**config.mk**
```make
export PLATFORM = sky130hd
export DESIGN_NAME = j_act_shifter_flat
export DESIGN_NICKNAME = d
export VERILOG_FILES = /design/src/rtl/j_shifter_pkg.sv /design/src/rtl/j_act_shifter_if.sv /design/src/rtl/j_word_prefetch_buf.sv /design/src/rtl/j_act_shifter.sv /design/src/flat_wrapper.sv
export SDC_FILE = /design/constraint.sdc
export NUM_CORES = 1
export LEC_CHECK = 0
export BUFFER_PORTS_ARGS = -buffer_cell sky130_fd_sc_hd__buf_4
export CORE_MARGIN = 3
export CORE_UTILIZATION = 45
export DETAILED_ROUTE_END_ITERATION = 6
export PLACE_DENSITY = 0.62
export SETUP_SLACK_MARGIN = 0.4
export SLEW_MARGIN = 20
export SYNTH_ARGS = -nofsm -noshare
export SYNTH_HDL_FRONTEND = slang
export SYNTH_HIERARCHICAL = 1
export SYNTH_SLANG_ARGS = --single-unit
export TNS_END_PERCENT = 20
```
**constraint.sdc**
```tcl
create_clock -name clk -period 7.7 [get_ports clk]
set_input_delay 1.54 -clock clk [delete_from_list [all_inputs] [get_ports clk]]
set_output_delay 1.54 -clock clk [all_outputs]
set_load 0.01 [all_outputs]
```
**src/rtl/j_shifter_pkg.sv**
```systemverilog
// rtl/j_shifter_pkg.sv - shared constants and state type for the j-array activation shifter
// Purpose: word/stride/bit-counter widths, default SRAM geometry and the FSM encoding.
// Ports: none (package).
package j_shifter_pkg;
  localparam int WORD_W         = 32;
  localparam int ADDR_STRIDE    = 4;
  localparam int BIT_CNT_W      = 5;
  localparam int SRAM_DEPTH_DEF = 256 * 256 * 4;

  typedef enum logic {
    S_IDLE  = 1'b0,
    S_SHIFT = 1'b1
  } state_t;
endpackage

```
**src/rtl/j_act_shifter_if.sv**
```systemverilog
// rtl/j_act_shifter_if.sv - SRAM read, control and serial stream bundle of the shifter
// Purpose: groups every non-clock/reset signal of j_act_shifter.
// Ports: master = shifter side (drives sram_en/sram_addr/shift_idle/serial_*),
//        slave  = SRAM + controller + consumer side.
// Optional: shift_abort exists only when J_SHIFTER_ABORT_EN is defined.
interface j_act_shifter_if #(
  parameter int SRAM_ADDR_W = 18
) ();
  logic                   sram_en;
  logic [SRAM_ADDR_W-1:0] sram_addr;
  logic [31:0]            sram_rdata;
  logic                   shift_start;
  logic                   shift_idle;
  logic [SRAM_ADDR_W-1:0] start_addr;
  logic [SRAM_ADDR_W-1:0] img_size;
  logic                   serial_output;
  logic                   serial_en;
  logic                   serial_ready;
`ifdef J_SHIFTER_ABORT_EN
  logic                   shift_abort;
`endif

  modport master (
    output sram_en, sram_addr, shift_idle, serial_output, serial_en,
    input  sram_rdata, shift_start, start_addr, img_size, serial_ready
`ifdef J_SHIFTER_ABORT_EN
    , input shift_abort
`endif
  );

  modport slave (
    input  sram_en, sram_addr, shift_idle, serial_output, serial_en,
    output sram_rdata, shift_start, start_addr, img_size, serial_ready
`ifdef J_SHIFTER_ABORT_EN
    , output shift_abort
`endif
  );
endinterface

```
**src/rtl/j_word_prefetch_buf.sv**
```systemverilog
// rtl/j_word_prefetch_buf.sv - one-entry word buffer between SRAM read data and the shift register
// Ports: clk, reset (async, active-high); flush_i empties the slot; load_i writes data_i;
//        drain_i marks the slot consumed; valid_o/data_o expose the held word.
// Load and drain in the same cycle keep the slot full with the new word.
module j_word_prefetch_buf
  import j_shifter_pkg::*;
(
  input  logic              clk,
  input  logic              reset,
  input  logic              flush_i,
  input  logic              load_i,
  input  logic              drain_i,
  input  logic [WORD_W-1:0] data_i,
  output logic              valid_o,
  output logic [WORD_W-1:0] data_o
);
  logic              valid_q;
  logic [WORD_W-1:0] data_q;

  always_ff @(posedge clk or posedge reset) begin
    if (reset) begin
      valid_q <= 1'b0;
      data_q  <= '0;
    end else if (flush_i) begin
      valid_q <= 1'b0;
    end else if (load_i) begin
      valid_q <= 1'b1;
      data_q  <= data_i;
    end else if (drain_i) begin
      valid_q <= 1'b0;
    end
  end

  assign valid_o = valid_q;
  assign data_o  = data_q;
endmodule

```
**src/rtl/j_act_shifter.sv**
```systemverilog
// rtl/j_act_shifter.sv - SRAM-to-bit-serial activation shifter for the j-array input path
// Purpose: on shift_start reads img_size+1 words from start_addr (stride 4) and streams each
//          word LSB-first, one bit per accepted cycle, with a prefetch slot hiding read latency.
// Ports: clk, reset (async, active-high); bus (j_act_shifter_if.master): SRAM read port,
//        start/idle control, serial_output/serial_en/serial_ready stream.
// Optional: J_SHIFTER_ABORT_EN adds shift_abort (cancels a running transfer).
module j_act_shifter
  import j_shifter_pkg::*;
#(
  parameter int SRAM_DEPTH  = SRAM_DEPTH_DEF,
  parameter int SRAM_ADDR_W = $clog2(SRAM_DEPTH)
) (
  input logic                clk,
  input logic                reset,
  j_act_shifter_if.master    bus
);
  state_t                 state_q, state_d;
  logic [SRAM_ADDR_W-1:0] img_size_q, addr_q, words_done_q;
  logic [SRAM_ADDR_W:0]   words_issued_q;
  logic                   sram_en_q, rvalid_q, sh_valid_q;
  logic [WORD_W-1:0]      shreg_q;
  logic [BIT_CNT_W-1:0]   bit_cnt_q;

  logic abort, start, kill, xfer, last_bit, done, active, sh_load;
  logic pf_valid, pf_load, pf_drain, issue;
  logic [WORD_W-1:0] pf_data;

`ifdef J_SHIFTER_ABORT_EN
  assign abort = bus.shift_abort;
`else
  assign abort = 1'b0;
`endif

  assign start    = (state_q == S_IDLE) && bus.shift_start;
  assign kill     = (state_q == S_SHIFT) && abort;
  assign xfer     = sh_valid_q && bus.serial_ready;
  assign last_bit = xfer && (&bit_cnt_q);
  assign done     = last_bit && (words_done_q == img_size_q);
  assign active   = (state_q == S_SHIFT) && !kill && !done;
  // Shift register takes a new word when empty or when its last bit leaves this cycle.
  assign sh_load  = !sh_valid_q || last_bit;
  assign pf_drain = active && sh_load && pf_valid;
  // Read data bypasses the slot only when the shift register wants it and nothing older waits.
  assign pf_load  = active && rvalid_q && !(sh_load && !pf_valid);
  // Single outstanding read: nothing issued last cycle and nothing landing this cycle.
  assign issue    = active && !sram_en_q && !rvalid_q && (!pf_valid || pf_drain) &&
                    ({1'b0, img_size_q} >= words_issued_q);

  j_word_prefetch_buf u_pf (
    .clk     (clk),
    .reset   (reset),
    .flush_i (kill || done),
    .load_i  (pf_load),
    .drain_i (pf_drain),
    .data_i  (bus.sram_rdata),
    .valid_o (pf_valid),
    .data_o  (pf_data)
  );

  always_comb begin
    state_d = state_q;
    unique case (state_q)
      S_IDLE:  if (bus.shift_start) state_d = S_SHIFT;
      S_SHIFT: if (kill || done)    state_d = S_IDLE;
      default: state_d = S_IDLE;
    endcase
  end

  always_ff @(posedge clk or posedge reset) begin
    if (reset) state_q <= S_IDLE;
    else       state_q <= state_d;
  end

  always_ff @(posedge clk or posedge reset) begin
    if (reset) begin
      img_size_q     <= '0;
      addr_q         <= '0;
      words_issued_q <= '0;
      words_done_q   <= '0;
      sram_en_q      <= 1'b0;
      rvalid_q       <= 1'b0;
      sh_valid_q     <= 1'b0;
      shreg_q        <= '0;
      bit_cnt_q      <= '0;
    end else begin
      rvalid_q <= sram_en_q && !kill;
      if (start) begin
        img_size_q     <= bus.img_size;
        addr_q         <= bus.start_addr;
        sram_en_q      <= 1'b1;
        words_issued_q <= (SRAM_ADDR_W+1)'(1);
        words_done_q   <= '0;
        bit_cnt_q      <= '0;
        sh_valid_q     <= 1'b0;
      end else begin
        sram_en_q <= issue;
        if (issue) begin
          addr_q         <= addr_q + SRAM_ADDR_W'(ADDR_STRIDE);
          words_issued_q <= words_issued_q + (SRAM_ADDR_W+1)'(1);
        end
      end

      if (kill || done) begin
        sh_valid_q <= 1'b0;
        shreg_q    <= '0;
        bit_cnt_q  <= '0;
      end else if (state_q == S_SHIFT) begin
        if (xfer) begin
          shreg_q   <= shreg_q >> 1;
          bit_cnt_q <= bit_cnt_q + BIT_CNT_W'(1);
        end
        if (last_bit) words_done_q <= words_done_q + SRAM_ADDR_W'(1);
        if (sh_load) begin
          if (pf_valid) begin
            shreg_q    <= pf_data;
            sh_valid_q <= 1'b1;
          end else if (rvalid_q) begin
            shreg_q    <= bus.sram_rdata;
            sh_valid_q <= 1'b1;
          end else begin
            sh_valid_q <= 1'b0;
          end
        end
      end
    end
  end

  // Read gating must never deliver a word while both the shift register and the slot are full.
  a_no_overflow: assert property (@(posedge clk) disable iff (reset)
    !(state_q == S_SHIFT && rvalid_q && pf_valid && !pf_drain));

  assign bus.sram_en       = sram_en_q;
  assign bus.sram_addr     = addr_q;
  assign bus.shift_idle    = (state_q == S_IDLE);
  assign bus.serial_output = shreg_q[0];
  assign bus.serial_en     = sh_valid_q;
endmodule

```
**src/flat_wrapper.sv**
```systemverilog
// flat-port wrapper written by rule: the top's interface ports become plain ports
module j_act_shifter_flat import j_shifter_pkg::*;
#(
  parameter int SRAM_DEPTH  = SRAM_DEPTH_DEF,
  parameter int SRAM_ADDR_W = $clog2(SRAM_DEPTH)
)
  (clk, reset, bus_sram_en, bus_sram_addr, bus_shift_idle, bus_serial_output, bus_serial_en, bus_sram_rdata, bus_shift_start, bus_start_addr, bus_img_size, bus_serial_ready);
  j_act_shifter_if #(.SRAM_ADDR_W(SRAM_ADDR_W)) bus_i ();
  input logic clk;
  input logic reset;
  output wire logic [$bits(bus_i.sram_en)-1:0] bus_sram_en;
  output wire logic [$bits(bus_i.sram_addr)-1:0] bus_sram_addr;
  output wire logic [$bits(bus_i.shift_idle)-1:0] bus_shift_idle;
  output wire logic [$bits(bus_i.serial_output)-1:0] bus_serial_output;
  output wire logic [$bits(bus_i.serial_en)-1:0] bus_serial_en;
  input wire logic [$bits(bus_i.sram_rdata)-1:0] bus_sram_rdata;
  input wire logic [$bits(bus_i.shift_start)-1:0] bus_shift_start;
  input wire logic [$bits(bus_i.start_addr)-1:0] bus_start_addr;
  input wire logic [$bits(bus_i.img_size)-1:0] bus_img_size;
  input wire logic [$bits(bus_i.serial_ready)-1:0] bus_serial_ready;
  assign bus_sram_en = bus_i.sram_en;
  assign bus_sram_addr = bus_i.sram_addr;
  assign bus_shift_idle = bus_i.shift_idle;
  assign bus_serial_output = bus_i.serial_output;
  assign bus_serial_en = bus_i.serial_en;
  assign bus_i.sram_rdata = bus_sram_rdata;
  assign bus_i.shift_start = bus_shift_start;
  assign bus_i.start_addr = bus_start_addr;
  assign bus_i.img_size = bus_img_size;
  assign bus_i.serial_ready = bus_serial_ready;
  j_act_shifter #(.SRAM_DEPTH(SRAM_DEPTH), .SRAM_ADDR_W(SRAM_ADDR_W)) u_core (.clk(clk), .reset(reset), .bus(bus_i));
endmodule
```
==> results of run 1 <==
[report_power, final]
group / switching [mW] / leakage [nW] / total [mW] / internal [mW]
clock: 0.309 / 0.283 / 0.829 / 0.520
sequential: 0.241 / 1.85 / 1.28 / 1.04
combinational: 0.574 / 2.32 / 1.17 / 0.592
[metal layers]
| layer | track usage (%) | wire length [µm] |
|---|---|---|
| met1 | 29.6 | 9780 |
| met2 | 33.8 | 9750 |
| met3 | 3.74 | 945 |
| met4 | 6.92 | 288 |
| met5 | 0 | 0 |
[cell usage after synthesis, types with 4 or more instances]
master,count,area [µm²]
nand2_1,161,604
dfrtp_1,147,3680
nor2_1,80,300
a21oi_1,59,295
mux2i_1,43,430
clkbuf_1,41,154
nand3_1,40,200
inv_1,30,113
mux2_4,30,450
o211ai_1,30,225
o21ai_0,30,150
ha_1,23,288
xor2_1,18,158
nor3_1,17,85.1
a31oi_1,15,93.8
and3_1,13,81.3
or3_1,13,81.3
nand4_1,10,62.6
nor4_1,10,62.6
a211oi_1,9,67.6
or4_1,8,60.1
o21a_1,7,52.6
xnor2_1,6,52.6
mux2_2,5,56.3
o31ai_1,5,37.5
a22oi_1,4,30.0
buf_1,4,15.0
[through the flow]
stage	cell area [µm²]	hold WS [ns]	util, %
CTS	9710	0.487	55.0
detailed placement	9130	0.470	51.7
floorplan	8270	0.436	-
global route	9710	0.495	55.0
finish	9710	0.482	55.0
global placement	9130	0.466	51.7
[cell families after synthesis]
group	Yosys count
buffers and inverters	82
multiplexers	78
adder cells (fa/ha/maj)	23
AO/OA/AOI/OAI	181
flip-flops	147
XOR/XNOR	24
AND/OR/NAND/NOR	364
[cell type report]
type,instances,share of cell area (%)
Tap cell,225,2.90
Sequential cell,147,37.9
Clock buffer,23,4.82
Inverter,30,1.19
Clock inverter,6,1.08
Timing Repair Buffer,108,8.35
Multi-Input combinational cell,670,43.8
[sequential cells by signal, indices dropped and copies added, names as in the netlist]
name	count
u_core/img_size_q	18
u_core/state_q	1
u_core/words_issued_q	19
u_core/rvalid_q	1
u_core/bit_cnt_q	5
u_core/bus.serial_en	1
u_core/bus.sram_addr	18
u_core/u_pf/data_o	32
u_core/bus.sram_en	1
u_core/shreg_q	32
u_core/u_pf/valid_o	1
u_core/words_done_q	18
[cells in the final DEF, fill, tap and decap left out, types with 5 or more instances in the layout]
cell type and count:
a211oi_1 9, a21oi_1 59, a31oi_1 15, and3_1 13, buf_4 108, clkbuf_16 17
dfrtp_1 147, ha_1 23, inv_1 29, mux2_2 5, mux2_4 30, mux2i_1 43
nand2_1 160, nand3_1 40, nand4_1 10, nor2_1 78, nor3_1 16, nor4_1 10
o211ai_1 30, o21a_1 7, o21ai_0 29, o31ai_1 5, or3_1 13, or4_1 8
xnor2_1 6, xor2_1 18
[worst max-delay path by stage]
stage,from,endpoint,cells after the start
floorplan,reset,u_core/bit_cnt_q[0],1
global placement,bus_serial_ready,u_core/u_pf/data_o[19],8
detailed placement,bus_serial_ready,u_core/u_pf/data_o[12],8
CTS,bus_serial_ready,u_core/u_pf/data_o[25],8
global route,bus_serial_ready,u_core/u_pf/data_o[20],8
finish,bus_serial_ready,u_core/u_pf/data_o[25],8
[critical path, cell delays in order]
cell and delay [ns]:
buf_4 0.11, nand3_1 0.26, nor4_1 0.33, nand3_1 0.17
nor2_4 0.81, nor2b_4 0.29, buf_4 0.36, mux2_4 0.34
==> impl_metrics.tcl, run 1 <==
set metrics [dict create \
    status "finished, final reports clean" \
    maxSlewViolCount 0 \
    critPathCaptureType "flop" \
    synth_area_mm2 0.00827 \
    synth.net_count 994 \
    first_iter_violations 430 \
    regArea_mm2 0.00368 \
    setup_viol 0 \
    dr.pass1.iters 5 \
    die_h_um 142 \
    fin_worst_skew_ns 0.00911 \
    hold_buffers 0 \
    grt.overflow.total 0 \
    cts_tree "yes" \
    layout_setup_ws_ns 3.73 \
    yosys.area_share.xor_xnor_pct 2.54 \
    via_per_inst 5.61 \
    synth.area.mux_share_pct 11.3 \
    cts_buffers 17 \
    period_minus_slack_ns 3.97 \
    ant_nets 0 \
    power.density_mw_per_mm2 338 \
    p_leak_nw 4.45 \
    tns_ns 0 \
    holdPathEnd "u_core/bus.sram_addr[0]" \
    multi_input_area_mm2 0.00425 \
    worstHoldPathCells 2 \
    first_global_vias 6506 \
    wl_per_cell_um 17.2 \
    reg2reg_depth 10 \
    async_reset_ff_share_pct 100 \
    wirelength_mm 20.8 \
    start_util_pct 46.9 \
    n_fill_cell 1623 \
    tightestPinTransition_ns 1.05 \
    root_buffer "clkbuf_16" \
    dpl.cell_count 1180 \
    rows 48 \
    place_hpwl_mm 13.7 \
    htree_num_levels 4 \
    synth-warning-count 6 \
    clk_latency_ns 0.42 \
    clockBufferDepth 2 \
    relSlewSlack_pct 29.8 \
    cts-resized-gates 0 \
    drive_gt1_share_pct 18.4 \
    place_ws_ns 3.33 \
    synth_top_family_by_area "simple AND/OR/NAND/NOR gates" \
    synth_edf_count 0 \
    rsz0062_at_grt "false" \
    drc_errors 0 \
    antenna_cells 0 \
    start_kind "input port" \
    gp_congestion 0.813 \
    worstSetupPathType "in -> reg" \
    seq_area_frac_synth_pct 44.5 \
    finalNetCount 1069 \
    die_x_um 142 \
    area_delta_synth_final_pct 17.3 \
    max_freq_mhz 252 \
    grtUsageTotal_pct 21.2 \
    post_cts_buffers 0 \
    hold_viol 0 \
    grt_pass1_wl_mm 34.3 \
    antenna_found_initial 0 \
    hold_class "reg -> reg" \
    yosys_register_bits 147 \
    cp_max_fo 42 \
    synth_cells 899 \
    post-route-period-util_pct 51.6 \
    die_area_mm2 0.0201 \
    portBuffers 93 \
    worst_r2r_startpoint "u_core/bit_cnt_q[0]" \
    synth_compound_area_share_pct 13.8 \
    reg2reg_slack_ns 4.02 \
    instances_no_fill 1209 \
    grt_max_degree 64 \
    worstHoldStart "u_core/bus.sram_addr[0]" \
    worstPathArrival_ns 4.28 \
    clk_pin_slew_ns 0.06 \
    num_vias 6788 \
    synth-main-ff-cell "dfrtp_1" \
    vdd_drop_max_mv 0.233 \
    synth_fa_ha_area_share_pct 3.48 \
    avgSynthCellArea_um2 9.20 \
    fin_total_pwr_mw 3.28 \
    maxCapViolations 0 \
    reg2reg_to "u_core/u_pf/data_o[25]" \
    yosys.area_share.simple_pct 19.9 \
    required_ns 8.00 \
    top_level_ports 94 \
    core-area_mm2 0.0177 \
    cts_num_sinks 147 \
    ys_types 53 \
]
No activity file was read; power rests on OpenSTA's default activity.
==> run 2, diff against run 1 <==
- clock period: 7.7 -> 3.95 ns (I/O delays scaled with it)
==> run 2 against run 1 <==
Die area is the same; setup slack lost 2.9 ns; flip-flop and latch count stayed put; clock-buffer cell count up 2; clock power rose by 85%; cell count up 0.50%; via count up 1.4%; sequential share of layout area down 0.12 points; total power grew 93%; combinational power grew 89%.
==> impl_metrics.tcl, run 2 (synthesis gave the netlist of run 1 again) <==
set metrics [dict create \
    status "finished, final reports clean" \
    required_ns 4.28 \
    clockBufferDepth 2 \
    hold_buffers 0 \
    portBuffers 93 \
    core-area_mm2 0.0177 \
    p_leak_nw 4.45 \
    final_cell_area_mm2 0.00974 \
    area_delta_synth_final_pct 17.7 \
    finalNetCount 1075 \
    p_int_mw 4.11 \
    max_freq_mhz 317 \
    wl_per_cell_um 17.7 \
    final_util_pct 55.2 \
    cp_slowest_cell "or3_4" \
    num_vias 6880 \
    tns_ns 0 \
    combPwrFrac_pct 35.1 \
    rows 48 \
    die_x_um 142 \
    start_util_pct 46.9 \
    antenna_cells 0 \
    wl_met2_mm 10.2 \
    routed-wl-met3_mm 1.05 \
    grt.overflow.total 0 \
    relSlewSlack_pct 23.1 \
    path_buf_inv 1 \
    clockPowerShare_pct 24.2 \
    place_area_mm2 0.00919 \
    cts-resized-gates 0 \
    power_frac_seq_pct 40.7 \
    post_cts_buffers 0 \
    cts_num_sinks 147 \
    grt_max_degree 48 \
    period_minus_slack_ns 3.16 \
    layout_common_cells "nand2_1, dfrtp_1, buf_4" \
    reg2reg_slack_ns 0.79 \
    post-route-period-util_pct 79.9 \
    ant_nets 0 \
    maxCapViolations 0 \
    wl_met1_mm 9.85 \
    slowest_delay_ns 0.57 \
    fin_worst_skew_ns 0.00930 \
    hold_viol 0 \
    dpl.cell_count 1186 \
    cts_buffers 17 \
    setup_viol 0 \
    drc_errors 0 \
    crit_family "simple AND/OR/NAND/NOR gates" \
    clk_latency_ns 0.42 \
    grtUsageTotal_pct 21.9 \
    antenna_found_initial 0 \
    die_area_mm2 0.0201 \
    maxSlewViolCount 0 \
    htree_num_levels 4 \
    grt_pass1_wl_mm 35.4 \
    p_sw_share_pct 34.8 \
    wirelength_mm 21.4 \
    worstSetupPathType "reg -> reg" \
    first_global_vias 6969 \
    layout_commonest_cell "nand2_1" \
    cp_max_fo 41 \
    p_switching_mw 2.20 \
    first_iter_violations 403 \
    drive_gt1_share_pct 18.9 \
    root_buffer "clkbuf_16" \
    gp_congestion 0.833 \
    clk_pin_slew_ns 0.06 \
    dr.pass1.iters 5 \
    worstPathCellList "ha_1 -> and3_1 -> ha_1 -> nand3_1 -> nor4_1 -> nand3_1 -> o21ai_1 -> buf_4 -> or3_4 -> or4_1 -> a31oi_1" \
    tightestPinTransition_ns 1.15 \
    power.density_mw_per_mm2 648 \
    critPathCaptureType "flop" \
    worstPathArrival_ns 3.49 \
    via_per_inst 5.66 \
    hold_class "in -> async" \
    highest_layer "met4" \
    instances_no_fill 1215 \
    vdd_drop_max_mv 0.370 \
    rsz0062_at_grt "false" \
    start_kind "flop" \
    place_hpwl_mm 14.4 \
    die_h_um 142 \
    cts_tree "yes" \
    top_level_ports 94 \
    fin_total_pwr_mw 6.31 \
]
## run 2: cell count changes in the layout (fill, tap and decap cells not counted)
cell	previous run	this run
clkinv_2	3	1
clkbuf_8	2	4
clkinvlp_4	0	3
buf_12	0	1
buf_4	108	113
bufinv_16	3	1
inv_4	1	0
## run 2: routing by layer
metal  GRT usage [%]  vias up
met5               0        -
met4            6.62        0
met3            5.29       32
met2            35.5      178
met1            29.2     3332
li1                -     3338
## run 2: final cells by class
type / instances / area [µm²]
timing repair buffer: 114 / 868
tap: 225 / 282
clock buffer: 25 / 495
clock inverter: 4 / 50.0
sequential: 147 / 3680
inverter: 30 / 116
fill: 1629 / 7920
multi-input combinational: 670 / 4250
## run 2: power by group through the flow
stage | combinational [mW] | clock, mW | sequential (mW)
2_1_floorplan | 1.75 | 0 | 2.40
3_5_place_dp | 2.22 | 0 | 2.57
5_1_grt | 2.48 | 1.63 | 2.64
4_1_cts | 2.23 | 1.56 | 2.56
6_report | 2.21 | 1.53 | 2.57
3_3_place_gp | 2.17 | 0 | 2.57
## run 2: path summary, 6_finish.rpt
kind                                         start                       end  cells after the start
min reg2reg                u_core/bus.sram_addr[0]   u_core/bus.sram_addr[0]                      2
max in group asynchronous                    reset  u_core/bus.sram_addr[15]                      3
min                                          reset        u_core/shreg_q[18]                      2
max reg2reg                    u_core/bit_cnt_q[0]  u_core/bus.sram_addr[13]                     11
max                            u_core/bit_cnt_q[0]  u_core/bus.sram_addr[13]                     11
min in group clk           u_core/bus.sram_addr[0]   u_core/bus.sram_addr[0]                      2
## run 2: per-stage QoR
stage | setup slack (ns) | hold WS [ns]
after global placement | 0.863 | 0.464
after global routing | 0.538 | 0.498
after CTS | 0.796 | 0.466
final | 0.794 | 0.470
after detailed placement | 0.788 | 0.469
after floorplan | 0.965 | 0.436
## run 2: worst reg2reg max path: stages (launching register included)
cell and delay, ns:
dfrtp_1 0.40, ha_1 0.22, and3_1 0.15, ha_1 0.20, nand3_1 0.27, nor4_1 0.10, nand3_1 0.15, o21ai_1 0.10
buf_4 0.19, or3_4 0.57, or4_1 0.55, a31oi_1 0.18
==> run 3, diff against run 2 <==
- ABC_AREA: default -> 1
- PLACE_DENSITY: 0.62 -> 0.61
- clock period: 3.95 -> 3.12 ns (I/O delays scaled with it)
==> run 3 against run 2 <==
Register-to-register slack worse by 0.23 ns; sequential share of layout area is 4.3 points lower; total power is 13% higher; highest routed layer unchanged; largest power group unchanged; die area is 13% higher.
==> impl_metrics.tcl, run 3 <==
set metrics [dict create \
    combPwrFrac_pct 31.3 \
    antenna_found_initial 0 \
    max_freq_mhz 391 \
    hold_slack_ns 0.297 \
    synth-main-ff-cell "dfrtp_1" \
    area_delta_synth_final_pct 16.9 \
    place_ws_ns 0.498 \
    htree_num_levels 4 \
    wl_per_cell_um 16.2 \
    setup_viol 0 \
    synth.top_cells.by_count "nand2_1, dfrtp_1, nand3_1" \
    yosys_register_bits 147 \
    worstPathArrival_ns 2.87 \
    drc_errors 0 \
    rows 52 \
    start_util_pct 46.2 \
    first_iter_violations 661 \
    place_hpwl_mm 18.2 \
    final_cell_area_mm2 0.0110 \
    synth-warning-count 6 \
    maxSlewViolCount 0 \
    maxCapViolations 0 \
    grt.overflow.total 0 \
    layout_setup_ws_ns 0.560 \
    cts_buffers 17 \
    synth.net_count 1419 \
    status "finished, final reports clean" \
    period_minus_slack_ns 2.56 \
    critPathMostFrequentCell "nand2_1" \
    p_int_mw 4.46 \
    ant_nets 0 \
    layout_common_cells "nand2_1, dfrtp_1, nand3_1" \
    crit_path_start "u_core/bit_cnt_q[0]" \
    start_kind "flop" \
    synth_edf_count 0 \
    p_leak_nw 5.36 \
    hold_viol 0 \
    via_per_inst 5.37 \
    async_reset_ff_share_pct 100 \
    worst_r2r_startpoint "u_core/bit_cnt_q[0]" \
    synth_area_mm2 0.00942 \
    grt_pass1_wl_mm 44.6 \
    core-area_mm2 0.0204 \
    seq_area_frac_synth_pct 39.1 \
    dr.pass1.iters 5 \
    wirelength_mm 27.2 \
    synth_top_area_cell "dfrtp_1" \
    tns_ns 0 \
    die_x_um 151 \
    power_frac_seq_pct 40.2 \
    instances_no_fill 1682 \
    clockBufferDepth 2 \
    die_h_um 151 \
    p_sw_share_pct 37.3 \
    grtUsageTotal_pct 24.5 \
    tightestPinTransition_ns 0.777 \
    cts_num_sinks 147 \
    slowest_delay_ns 0.40 \
    vdd_drop_max_mv 0.316 \
    drive_gt1_share_pct 14.9 \
    avgSynthCellArea_um2 7.11 \
    yosys-top-cells-area "dfrtp_1, nand2_1, nand3_1" \
    portBuffers 93 \
    place_area_mm2 0.0103 \
    layout_commonest_cell "nand2_1" \
    fin_worst_skew_ns 0.0103 \
    critPathCaptureType "flop" \
    top_level_ports 94 \
    post-synth-top-count-cell "nand2_1" \
    grt_max_degree 67 \
    power.density_mw_per_mm2 646 \
    relSlewSlack_pct 48.2 \
    worstSetupPathType "reg -> reg" \
    ys_types 39 \
    synth_top_area_share_pct 39.1 \
    antenna_cells 0 \
    num_vias 9034 \
    required_ns 3.43 \
    gp_congestion 0.864 \
    dpl.cell_count 1644 \
    post-route-period-util_pct 82.0 \
    worstPathCellList "ha_1 -> nand2_1 -> nor2_1 -> ha_1 -> inv_1 -> nor2_4 -> nand2_1 -> nor2_1 -> nand3_1 -> nor2_2 -> nor2_4 -> inv_2 -> nor3_4 -> buf_4 -> nand2_4 -> nand2_1 -> nand2_1" \
    clk_latency_ns 0.43 \
    clk_pin_slew_ns 0.07 \
    cp_max_fo 8 \
    synth_cells 1324 \
    finalNetCount 1494 \
    rsz0062_at_grt "true" \
    root_buffer "clkbuf_16" \
    clockPowerShare_pct 28.4 \
    p_switching_mw 2.66 \
    cp_slowest_cell "dfrtp_1" \
    first_global_vias 8752 \
    die_area_mm2 0.0227 \
    cts_tree "yes" \
    hold_class "in -> async" \
]
## run 3: kinds of logic after synthesis
family	after synthesis	share of synthesized area (%)
simple gates	759	35.1
buf+inv	184	8.45
compound gates	169	10.4
flops	147	39.1
xor+xnor	41	3.81
fa+ha+maj	23	3.06
mux	1	0.106
## run 3: cell type report
class                      count  area (µm²)
clock buffer                  17         425
clock inverter                15         148
fill                        1977        9360
inverter                     113         430
multi-input combinational    995        5000
sequential                   147        3680
tap                          270         338
timing repair buffer         125         982
## run 3: worst paths after layout
check,endpoint,slack [ns],depth (start not counted)
min in group clk,u_core/img_size_q[14],0.40,3
max in group asynchronous,u_core/shreg_q[13],2.04,3
max reg2reg,u_core/u_pf/data_o[22],0.56,17
min reg2reg,u_core/rvalid_q,0.48,0
min,u_core/shreg_q[0],0.30,2
max,u_core/u_pf/data_o[22],0.56,17
## run 3: routing by layer
| metal | GRT usage (%) | vias to the layer above | share of wire, % |
|---|---|---|---|
| met2 | 41.2 | 264 | 48 |
| li1 | - | 4491 | - |
| met4 | 5.89 | 0 | 0.87 |
| met3 | 4.33 | 17 | 5.2 |
| met5 | 0 | - | 0 |
| met1 | 32.9 | 4262 | 46 |
## run 3: stage by stage
| step | utilization [%] | power (mW) |
|---|---|---|
| after floorplan | - | 4.42 |
| after global placement | 50.7 | 4.95 |
| after detailed placement | 50.7 | 4.99 |
| after CTS | 53.5 | 7.05 |
| after global routing | 54.0 | 7.63 |
| final | 54.0 | 7.11 |
## run 3: worst max-delay path, delay by kind of cell (launching register included)
kind	cells	cell delay (ns)
flip-flops	1	0.40
buffers and inverters	3	0.38
adder cells (fa/ha/maj)	2	0.38
AND/OR/NAND/NOR	12	1.28
## run 3: repair_timing
| item | 4_1_cts | 5_1_grt |
|---|---|---|
| gates resized for setup | 0 | 14 |
| hold endpoints to repair | 0 | 0 |
| hold buffers | 0 | 0 |
| buffers inserted | 0 | 4 |
| endpoints found under the setup margin | 0 | 77 |
## run 3: power groups by stage
| stage | clock network, mW | logic, mW | registers [mW] |
|---|---|---|---|
| 3_5_place_dp | 0 | 2.12 | 2.88 |
| 2_1_floorplan | 0 | 1.67 | 2.75 |
| 4_1_cts | 2.07 | 2.13 | 2.86 |
| 3_3_place_gp | 0 | 2.07 | 2.88 |
| 5_1_grt | 2.15 | 2.54 | 2.93 |
| 6_report | 2.02 | 2.23 | 2.86 |
